$ cat src/rtl/l2_sync_reservation_unit.sv
// Load-linked / store-conditional reservation tracker for the L2 pipeline.
// Holds one line reservation per (core, thread) and answers each STORE_SYNC one cycle later.
package l2_sync_reservation_pkg;

  typedef enum logic [2:0] {
    L2REQ_LOAD        = 3'd0,
    L2REQ_STORE       = 3'd1,
    L2REQ_LOAD_SYNC   = 3'd2,
    L2REQ_STORE_SYNC  = 3'd3,
    L2REQ_IINVALIDATE = 3'd4,
    L2REQ_DINVALIDATE = 3'd5,
    L2REQ_FLUSH       = 3'd6,
    L2REQ_MEMBAR      = 3'd7
  } l2req_packet_type_t;

endpackage

module l2_sync_reservation_unit
  import l2_sync_reservation_pkg::*;
#(
  parameter int unsigned NUM_CORES        = 1,
  parameter int unsigned THREADS_PER_CORE = 4,
  parameter int unsigned CORE_IDX_WIDTH   = 1,
  parameter int unsigned ID_WIDTH         = 2,
  parameter int unsigned LINE_ADDR_WIDTH  = 26
) (
  input  logic                       clk,
  input  logic                       reset,
  input  logic                       req_valid,
  input  l2req_packet_type_t         req_packet_type,
  input  logic [CORE_IDX_WIDTH-1:0]  req_core,
  input  logic [ID_WIDTH-1:0]        req_id,
  input  logic [LINE_ADDR_WIDTH-1:0] req_line_addr,
  output logic                       rsp_valid,
  output logic                       rsp_success,
  output logic [CORE_IDX_WIDTH-1:0]  rsp_core,
  output logic [ID_WIDTH-1:0]        rsp_id,
  output logic                       perf_sync_success,
  output logic                       perf_sync_fail
);

  localparam int unsigned NUM_SLOTS = NUM_CORES * THREADS_PER_CORE;

  logic [NUM_SLOTS-1:0]       valid_q, valid_d;
  logic [LINE_ADDR_WIDTH-1:0] addr_q [NUM_SLOTS];
  logic [LINE_ADDR_WIDTH-1:0] addr_d [NUM_SLOTS];

  logic [31:0]                slot_idx;
  logic [NUM_SLOTS-1:0]       own_sel;
  logic [NUM_SLOTS-1:0]       line_match;
  logic                       own_valid;
  logic [LINE_ADDR_WIDTH-1:0] own_addr;
  logic                       hit;

  logic                       is_load_sync;
  logic                       is_store_sync;
  logic                       is_store;

  logic                       rsp_valid_q, rsp_valid_d;
  logic                       rsp_success_q, rsp_success_d;
  logic [CORE_IDX_WIDTH-1:0]  rsp_core_q, rsp_core_d;
  logic [ID_WIDTH-1:0]        rsp_id_q, rsp_id_d;
  logic                       perf_success_q, perf_success_d;
  logic                       perf_fail_q, perf_fail_d;

  assign slot_idx      = 32'(req_core) * 32'(THREADS_PER_CORE) + 32'(req_id);
  assign is_load_sync  = req_valid && (req_packet_type == L2REQ_LOAD_SYNC);
  assign is_store_sync = req_valid && (req_packet_type == L2REQ_STORE_SYNC);
  assign is_store      = req_valid && (req_packet_type == L2REQ_STORE);

  // Decode own slot and find every live reservation on the requested line.
  always_comb begin
    own_sel    = '0;
    line_match = '0;
    own_addr   = '0;
    for (int unsigned i = 0; i < NUM_SLOTS; i++) begin
      own_sel[i]    = (slot_idx == 32'(i));
      line_match[i] = valid_q[i] && (addr_q[i] == req_line_addr);
      if (own_sel[i]) begin
        own_addr = own_addr | addr_q[i];
      end
    end
    own_valid = |(valid_q & own_sel);
    hit       = own_valid && (own_addr == req_line_addr);
  end

  // Reservation table next state; a winning or plain store kills every copy of the line.
  always_comb begin
    valid_d = valid_q;
    for (int unsigned i = 0; i < NUM_SLOTS; i++) begin
      addr_d[i] = addr_q[i];
    end
    if (is_load_sync) begin
      for (int unsigned i = 0; i < NUM_SLOTS; i++) begin
        if (own_sel[i]) begin
          valid_d[i] = 1'b1;
          addr_d[i]  = req_line_addr;
        end
      end
    end else if (is_store || (is_store_sync && hit)) begin
      valid_d = valid_q & ~line_match;
    end else if (is_store_sync) begin
      valid_d = valid_q & ~own_sel;
    end
  end

  // Response registers: payload holds between store-syncs, strobes do not.
  always_comb begin
    rsp_valid_d    = is_store_sync;
    perf_success_d = is_store_sync && hit;
    perf_fail_d    = is_store_sync && !hit;
    rsp_success_d  = rsp_success_q;
    rsp_core_d     = rsp_core_q;
    rsp_id_d       = rsp_id_q;
    if (is_store_sync) begin
      rsp_success_d = hit;
      rsp_core_d    = req_core;
      rsp_id_d      = req_id;
    end
  end

  always_ff @(posedge clk or posedge reset) begin
    if (reset) begin
      valid_q        <= '0;
      rsp_valid_q    <= 1'b0;
      rsp_success_q  <= 1'b0;
      rsp_core_q     <= '0;
      rsp_id_q       <= '0;
      perf_success_q <= 1'b0;
      perf_fail_q    <= 1'b0;
    end else begin
      valid_q        <= valid_d;
      rsp_valid_q    <= rsp_valid_d;
      rsp_success_q  <= rsp_success_d;
      rsp_core_q     <= rsp_core_d;
      rsp_id_q       <= rsp_id_d;
      perf_success_q <= perf_success_d;
      perf_fail_q    <= perf_fail_d;
    end
  end

  // Line addresses are only meaningful under their valid bit, so they carry no reset.
  always_ff @(posedge clk) begin
    for (int unsigned i = 0; i < NUM_SLOTS; i++) begin
      addr_q[i] <= addr_d[i];
    end
  end

  assign rsp_valid         = rsp_valid_q;
  assign rsp_success       = rsp_success_q;
  assign rsp_core          = rsp_core_q;
  assign rsp_id            = rsp_id_q;
  assign perf_sync_success = perf_success_q;
  assign perf_sync_fail    = perf_fail_q;

endmodule

$ cat config.mk
export PLATFORM = sky130hd
export DESIGN_NAME = l2_sync_reservation_unit
export DESIGN_NICKNAME = d
export VERILOG_FILES = /design/src/rtl/l2_sync_reservation_unit.sv
export SDC_FILE = /design/constraint.sdc
export NUM_CORES = 1
export LEC_CHECK = 0
export BUFFER_PORTS_ARGS = -buffer_cell sky130_fd_sc_hd__buf_2
export CORE_MARGIN = 3
export CORE_UTILIZATION = 65
export CTS_CLUSTER_DIAMETER = 100
export DETAILED_ROUTE_END_ITERATION = 6
export PLACE_DENSITY = 0.85
export SKIP_CTS_REPAIR_TIMING = 1
export SLEW_MARGIN = 20
export SYNTH_ARGS = -nofsm -noshare
export SYNTH_HDL_FRONTEND = slang
export SYNTH_SLANG_ARGS = --single-unit
export TNS_END_PERCENT = 5
$ cat constraint.sdc
create_clock -name clk -period 3.6 [get_ports clk]
set_input_delay 0.18 -clock clk [delete_from_list [all_inputs] [get_ports clk]]
set_output_delay 0.18 -clock clk [all_outputs]
set_load 0.02 [all_outputs]
## After elaboration in Yosys (flattened, before gate mapping)

Memories as Yosys holds them, arrays and structs flattened.
Cells that the tools add are included.

- Memory bits (read-only): 0
- Word-level logic and storage cells: 70
- Input port bits: 35
- Output and inout port bits: 7
- RAM bits: 104
- Latch bits: 0
- Bits in registers: 11
- Memories kept: 1

- Add/sub/neg operators: 1
- Mux-type cells: 16
- Bitwise operators: 8
- Eq/ne operators: 15
- Div/mod/pow operators: 0
- Shift-type cells: 0
- Magnitude comparators: 0
- Multiply operators: 0
- Reduce and logical (&&, ||, !) cells: 19

Memories:

| memory | depth | width | read ports | clocked after Yosys merged registers in | wr ports | line | RTL |
|---|---|---|---|---|---|---|---|
| addr_q | 4 | 26 | 4 | 0 | 4 | 45 | `logic [LINE_ADDR_WIDTH-1:0] addr_q [NUM_SLOTS];` |

Operator list:

| kind | count |
|---|---|
| $mux 26 | 8 |
| $eq 26x26->1 | 5 |
| $mux 104 | 1 |
| $or 26x26->26 | 3 |
| $logic_not 32->1 | 1 |
| $and 4x4->4 | 3 |
| $mux 4 | 3 |
| $logic_and 1x1->1 | 10 |
| $eq 4x2->1 const B | 2 |
| $ne 2x2->1 const B | 4 |
| $not 4->4 | 2 |
| $reduce_and 2->1 | 4 |
| $eq 3x2->1 const B | 2 |
| $add 3x2->4 | 1 |
| $eq 4x1->1 const B | 1 |
| $mux 1 | 4 |
| $reduce_or 4->1 | 1 |
| $eq 3x1->1 const B | 1 |
| $reduce_bool 3->1 | 1 |
| $logic_not 1->1 | 1 |
| $logic_or 1x1->1 | 1 |

## Longest topological paths before layout

Gate-level depths: netlist of run 1.

- Word-level depth: 15
- Depth in mapped cells: 9
- Mapped depth without buffers: 7

## Least setup slack after synthesis of run 1

No wires, ideal clock.

- Path kind: input to register
- Start point: in req_valid
- End point: mem addr_q[2][0] (enable)
- Required time: 3.156 ns
- Arrival: 2.618 ns
- Library setup time: 0.444 ns
- Path slack: 0.538 ns
- Buffers on the path: 0
- Stages: 4
- Cell sequence: nor2b_1 nor2b_1 nand2_1 nor3_1

RTL lines:

| what | line | RTL |
|---|---|---|
| from (decl) | 29 | `input logic req_valid,` |
| to (decl) | 45 |  |

## Worst setup path in the final report of run 1

- Start point: in req_id[0]
- End point: reg valid_q[3]

- Word-level cells in the longest chain between the ends: 15
- Elaborated cells on any way between the ends: 26
- Those cells by class: add/sub: 1; eq/ne: 5; mux: 7; bitwise: 6; reduce/logical: 7

Ends and longest elaborated chain:

| what | line | RTL |
|---|---|---|
| from (decl) | 32 | `input logic [ID_WIDTH-1:0] req_id,` |
| $add 3x2->4 (*) | 66 | `assign slot_idx = 32'(req_core) * 32'(THREADS_PER_CORE) + 32'(req_id);` |
| $logic_not 32->1 | 77 | `own_sel[i] = (slot_idx == 32'(i));` |
| $mux 26 | 79 | `if (own_sel[i]) begin` |
| $or 26x26->26 | 80 | `own_addr = own_addr \| addr_q[i];` |
| $mux 26 | 79 |  |
| $or 26x26->26 | 80 |  |
| $mux 26 | 79 |  |
| $or 26x26->26 | 80 |  |
| $mux 26 | 79 |  |
| $eq 26x26->1 | 84 | `hit = own_valid && (own_addr == req_line_addr);` |
| $logic_and 1x1->1 | 84 |  |
| $logic_and 1x1->1 | 100 | `end else if (is_store \|\| (is_store_sync && hit)) begin` |
| $logic_or 1x1->1 | 100 |  |
| $reduce_bool 3->1 (no line) or $mux 4 (tied branches) | n/a |  |
| $reduce_and 2->1 (no line) or $mux 4 (tied branches) | n/a |  |
| to (signal assigned) | 132 | `valid_q <= valid_d;` |
| to (decl) | 44 | `logic [NUM_SLOTS-1:0] valid_q, valid_d;` |

Mark *: on every way between the ends. The rest lies on a longest branch, timed or not. The select of a mux whose other input is x is not followed.
A chain may end at the register's enable or synchronous reset.

==> results of run 1 <==
logic make-up (layout without fill, tap and decap cells):
kind of cell / Yosys count / after routing / synth area share [%]
multiplexers: 32 / 32 / 10.5
AO/OA/AOI/OAI: 38 / 38 / 4.26
buffers and inverters: 42 / 86 / 3.17
flip-flops: 115 / 115 / 53.8
AND/OR/NAND/NOR: 128 / 128 / 11.0
XOR/XNOR: 124 / 124 / 17.2
layout by cell type, fill, tap and decap left out, types with 3 or more instances in the layout:
master and count:
nor3_1 9, a32oi_1 3, nand2b_1 3, nor3b_1 4, a31oi_1 6, xnor2_1 89, and3_1 4, clkbuf_16 16
dfrtp_1 11, edfxtp_1 104, clkinv_1 4, o32ai_1 8, mux4_1 4, nor2_1 25, mux2i_1 4, nor4bb_1 6
nand2_1 23, inv_1 4, xor2_1 35, clkinvlp_4 3, nand3_1 10, o21ai_0 5, mux4_2 22, clkinv_2 3
nand4_1 25, buf_4 5, buf_2 41, nor4_1 9, a21oi_1 7, bufinv_16 3
metal layers:
metal / part of all wire (%) / up-vias / global-route usage [%]
met5: 0 / - / 0
met4: 3.9 / 0 / 14.0
met3: 11 / 53 / 6.55
met2: 48 / 338 / 48.2
met1: 37 / 2112 / 40.7
li1: - / 1867 / -
flip-flops by register name (all words and copies together), names as in the netlist:
name and count:
perf_sync_success 1, addr_q 104, rsp_valid 1, perf_sync_fail 1, rsp_success 1, rsp_id 2, valid_q 4, rsp_core 1
how the worst max path moves through the flow:
stage               startpoint            to  cells past startpoint
floorplan            req_valid  addr_q[2][0]                      4
global placement     req_id[0]    valid_q[0]                      7
detailed placement   req_id[0]    valid_q[0]                      7
CTS                  req_id[0]    valid_q[3]                      9
global route         req_id[0]    valid_q[3]                      9
finish               req_id[0]    valid_q[3]                      9
power groups by stage:
stage	combinational, mW	sequential [mW]	clock, mW
after global routing	0.374	1.49	1.70
after floorplan	0.232	1.52	0
after detailed placement	0.335	1.52	0
after CTS	0.343	1.49	1.64
final	0.351	1.49	1.64
after global placement	0.324	1.52	0
worst max-delay path, stage by stage:
cell     delay [ps]
buf_2           600
buf_4           290
mux4_2          560
nor2_1          170
nor2_1           70
o32ai_1         390
nand4_1         240
o31ai_1         530
a21oi_1         140
final cells by class:
type	instances	area, µm²
flip-flops and latches	115	3400
multi-input cells	322	2720
fillers	577	2150
clock buffers	17	414
repair buffers	49	293
clock inverters	15	165
well taps	129	161
inverters	5	18.8
metrics by stage:
stage	area (µm²)	setup slack, ps
2_1_floorplan	6310	538
3_3_place_gp	6580	465
3_5_place_dp	6580	418
4_1_cts	7160	855
5_1_grt	7170	660
6_report	7170	804
==> flow_metrics.tcl, run 1 <==
set metrics [dict create \
    status "completed" \
    final.period_utilization_pct 77.7 \
    drv_slew 0 \
    h-tree-depth 4 \
    port_buffers 41 \
    yosysWarnings 0 \
    nets 545 \
    synth_area_per_cell_um2 13.2 \
    p_sw_share_pct 23.6 \
    synth_common_cells "edfxtp_1 (104), xnor2_1 (89), xor2_1 (35)" \
    slew_headroom_pct 41.8 \
    netlist.area_leader.share_pct 49.5 \
    gp_congestion 0.942 \
    p_switching_uw 820 \
    path_max_fanout 21 \
    routed_wl_um 16000 \
    powerDensity_nw_per_um2 485 \
    vias 4370 \
    ys_ff_latch 115 \
    ys.flop_type "edfxtp_1" \
    synth_top_area_cell "edfxtp_1" \
    die_area_um2 10900 \
    final.setup_skew_ps 6.42 \
    wire_per_inst_um 24.6 \
    endpoint_kind "register" \
    min_from "req_line_addr[7]" \
    hold_viol 0 \
    grt_pass1_vias 4375 \
    ys_top_cells_by_area "edfxtp_1 (49%), xnor2_1 (12%), mux4_2 (7.9%)" \
    clk_latency_ps 510 \
    cts.path.max_buffers 2 \
    fin_util_pct 76.9 \
    grt_pass1_wl_um 25000 \
    synthDistinctLibCells 43 \
    min_to "addr_q[3][7]" \
    yosysMostFrequentCell "edfxtp_1" \
    p_clk_share_pct 47.1 \
    leakage_nw 2.38 \
    required_ps 3970 \
    drc 0 \
    ir_drop_uv 390 \
    final_antenna_net_count 0 \
    p_total_mw 3.48 \
    core_region_area_um2 9330 \
    pwr-share-seq_pct 42.8 \
    dp_hpwl_um 10400 \
    pin_count 42 \
    dr.pass1.iters 6 \
    synth_cells 479 \
    p_int_mw 2.66 \
    worstHoldPathType "in -> reg" \
    crit_path_start_kind "primary input" \
    cts_buffers 17 \
    critPathKind "in -> reg" \
    dieHeight_um 105 \
    drive_gt1_share_pct 20.1 \
    rsz0062_at_grt "false" \
    max_slew.worst_pin.slew_ps 872 \
    viasPerCell 6.70 \
    min_period_ps 2800 \
    regToRegStartpoint "addr_q[1][5]" \
    stdcell_count 652 \
    grt-ovfl-total 0 \
    holdWs_ps 21.3 \
    root_buffer "clkbuf_8" \
    setup-tns-final_ps 0 \
    timing.rr.end "valid_q[3]" \
    dp_cells 619 \
    max_cap_violations 0 \
    fmax_mhz 358 \
    combPwrFrac_pct 10.1 \
    setup_viol 0 \
    cp_data_arrival_time_ps 3170 \
    dieWidth_um 105 \
    synth-edff-count 104 \
    r2r_cells 7 \
    num_antenna_cells 0 \
    synth_area_um2 6310 \
    clk_pin_slew_ps 50 \
    area_delta_synth_final_pct 13.7 \
    yosysSeqAreaShare_pct 53.8 \
    grt_usage_pct 30.4 \
    hold_depth 1 \
    rrSetupSlack_ps 850 \
    antenna_found_initial 0 \
    drtIter0Drc 650 \
    grt_max_degree 34 \
    cts_tree "done" \
    initial_core_util_pct 67.7 \
    synth_fp_nets 514 \
    numClockSinks 115 \
    synth-async-reset-ratio_pct 9.57 \
    num_rows 35 \
]
No activity file was read; power rests on OpenSTA's default activity.
==> run 2, diff against run 1 <==
--- a/config.mk
+++ b/config.mk
@@ -7,10 +7,10 @@
 export LEC_CHECK = 0
 export BUFFER_PORTS_ARGS = -buffer_cell sky130_fd_sc_hd__buf_2
 export CORE_MARGIN = 3
-export CORE_UTILIZATION = 65
+export CORE_UTILIZATION = 61
 export CTS_CLUSTER_DIAMETER = 100
 export DETAILED_ROUTE_END_ITERATION = 6
-export PLACE_DENSITY = 0.85
+export PLACE_DENSITY = 0.8
 export SKIP_CTS_REPAIR_TIMING = 1
 export SLEW_MARGIN = 20
 export SYNTH_ARGS = -nofsm -noshare
==> constraint.sdc (replaced) <==
create_clock -name clk -period 2.8 [get_ports clk]
set_input_delay 0.14 -clock clk [delete_from_list [all_inputs] [get_ports clk]]
set_output_delay 0.14 -clock clk [all_outputs]
set_load 0.02 [all_outputs]
==> run 2 against run 1 <==
Effect of this change:
- utilization is 1.0 points lower
- final cell count is 6.1% higher
- global-route usage decreased by 1.5 points
- sequential cell count unchanged
- register-to-register slack lost 710 ps
- non-clock buffer count is 36 higher
- worst hold slack got worse by 6.1 ps
- setup slack got worse by 660 ps
- sequential share of layout area decreased by 2.2 points
- clock-buffer cell count is 1 higher
- final area increased by 4.8%
- wire length grew 0.46%
- critical endpoint is now valid_q[0]
- largest cell class unchanged
- largest power group unchanged
==> flow_metrics.tcl, run 2 (synthesized netlist as in run 1, its figures left out) <==
set metrics [dict create \
    status "completed" \
    grt_pass1_wl_um 24400 \
    dr_wl_met3_um 1750 \
    rrSetupSlack_ps 140 \
    regArea_um2 3400 \
    path_cells "mux4_1 > nor4bb_1 > a31oi_1 > o32ai_1 > nand4_1 > or4_1 > a22o_1" \
    area_delta_synth_final_pct 19.1 \
    slew_headroom_pct 53.6 \
    drv_slew 0 \
    largest-register "addr_q" \
    worstHoldPathType "in -> reg" \
    required_ps 3210 \
    gp_congestion 1.00 \
    route.met2.wl_um 7420 \
    r2r_cells 7 \
    leakage_nw 2.54 \
    initial_core_util_pct 63.7 \
    grt_max_degree 28 \
    final.period_utilization_pct 94.9 \
    cp_slowest_cell "mux4_1" \
    crit_path_start_kind "register" \
    ir_drop_uv 536 \
    min_from "req_line_addr[19]" \
    path_max_fanout 3 \
    drc 0 \
    critPathBufInv 0 \
    path_delay_family "simple AND/OR/NAND/NOR gates" \
    grt-ovfl-total 0 \
    cts.path.max_buffers 2 \
    grt_pass1_vias 4213 \
    critPathMaxStageDelay_ps 590 \
    holdWs_ps 15.3 \
    setup_slack_ps 143 \
    dieHeight_um 108 \
    nets 581 \
    dieWidth_um 108 \
    num_antenna_cells 0 \
    hold_viol 0 \
    port_buffers 41 \
    num_rows 36 \
    grt_usage_pct 28.9 \
    vias 4493 \
    final.setup_skew_ps 9.20 \
    route.top_layer_used "met4" \
    setup_viol 0 \
    multi_input_area_um2 2730 \
    drive_gt1_share_pct 20.6 \
    core_region_area_um2 9910 \
    die_area_um2 11600 \
    hold_depth 1 \
    viasPerCell 6.49 \
    max_cap_violations 0 \
    wire_per_inst_um 23.3 \
    rsz0062_at_grt "false" \
    critPathKind "reg -> reg" \
    p_total_mw 4.51 \
    drtIter0Drc 669 \
    h-tree-depth 4 \
    clk_pin_slew_ps 60 \
    final_antenna_net_count 0 \
    cts_tree "done" \
    regToRegStartpoint "addr_q[1][11]" \
    min_to "addr_q[3][19]" \
    dp_cells 634 \
    pin_count 42 \
    largest_reg_flops 104 \
    fmax_mhz 376 \
    max_slew.worst_pin.slew_ps 689 \
    place_ws_ps 17.6 \
    wl_met1_um 6190 \
    setup-tns-final_ps 0 \
    antenna_found_initial 0 \
    routed_wl_um 16100 \
    n_fill_cell 612 \
    mostFrequentLayoutCell "edfxtp_1" \
    endpoint_kind "register" \
    layout_common_cells "edfxtp_1 (104), xnor2_1 (89), buf_2 (41)" \
    cts_buffers 17 \
    powerDensity_nw_per_um2 600 \
    numClockSinks 115 \
    dr.pass1.iters 5 \
    stdcell_count 692 \
    timing.rr.end "valid_q[0]" \
    dp_hpwl_um 10900 \
    clk_latency_ps 530 \
    cp_data_arrival_time_ps 3060 \
    min_period_ps 2660 \
    root_buffer "clkbuf_8" \
]
run 2: changes by cell type in the layout (fill, tap and decap cells not counted), sizes merged:
cell	change
buf	+11
clkbuf	+1
clkinvlp	+1
clkinv	-2
dlygate4sd3	+25
run 2: through the flow:
stage | instance area [µm²] | utilization, %
after floorplan | 6320 | -
after global placement | 6680 | 67.4
after detailed placement | 6680 | 67.4
after CTS | 7260 | 73.2
after global routing | 7520 | 75.9
final | 7520 | 75.9
run 2: layout make-up:
type                            instances  area share, %
Timing Repair Buffer                   85           8.32
Inverter                                5          0.250
Clock inverter                         14           2.16
Clock buffer                           18           5.56
Sequential cell                       115           45.2
Tap cell                              133           2.21
Multi-Input combinational cell        322           36.3
run 2: per-layer routing:
| layer | up-vias | GRT usage (%) |
|---|---|---|
| met4 | 0 | 13.7 |
| li1 | 1941 | - |
| met2 | 314 | 42.5 |
| met3 | 65 | 8.70 |
| met5 | - | 0 |
| met1 | 2173 | 39.7 |
run 2: report_power, final:
part | total, mW | internal (mW) | switching (mW)
Sequential | 1.92 | 1.90 | 0.0171
Combinational | 0.487 | 0.211 | 0.277
Clock | 2.11 | 1.35 | 0.762
run 2: how the worst max path moves through the flow:
| stage | slack (ps) | endpoint | start | cells past startpoint |
|---|---|---|---|---|
| 2_1_floorplan | 400 | addr_q[3][0] | req_id[1] | 6 |
| 3_3_place_gp | 140 | valid_q[0] | req_id[0] | 10 |
| 3_5_place_dp | 20 | valid_q[0] | req_id[1] | 9 |
| 4_1_cts | 190 | valid_q[0] | addr_q[1][11] | 7 |
| 5_1_grt | 70 | valid_q[0] | addr_q[1][11] | 7 |
| 6_report | 140 | valid_q[0] | addr_q[1][11] | 7 |
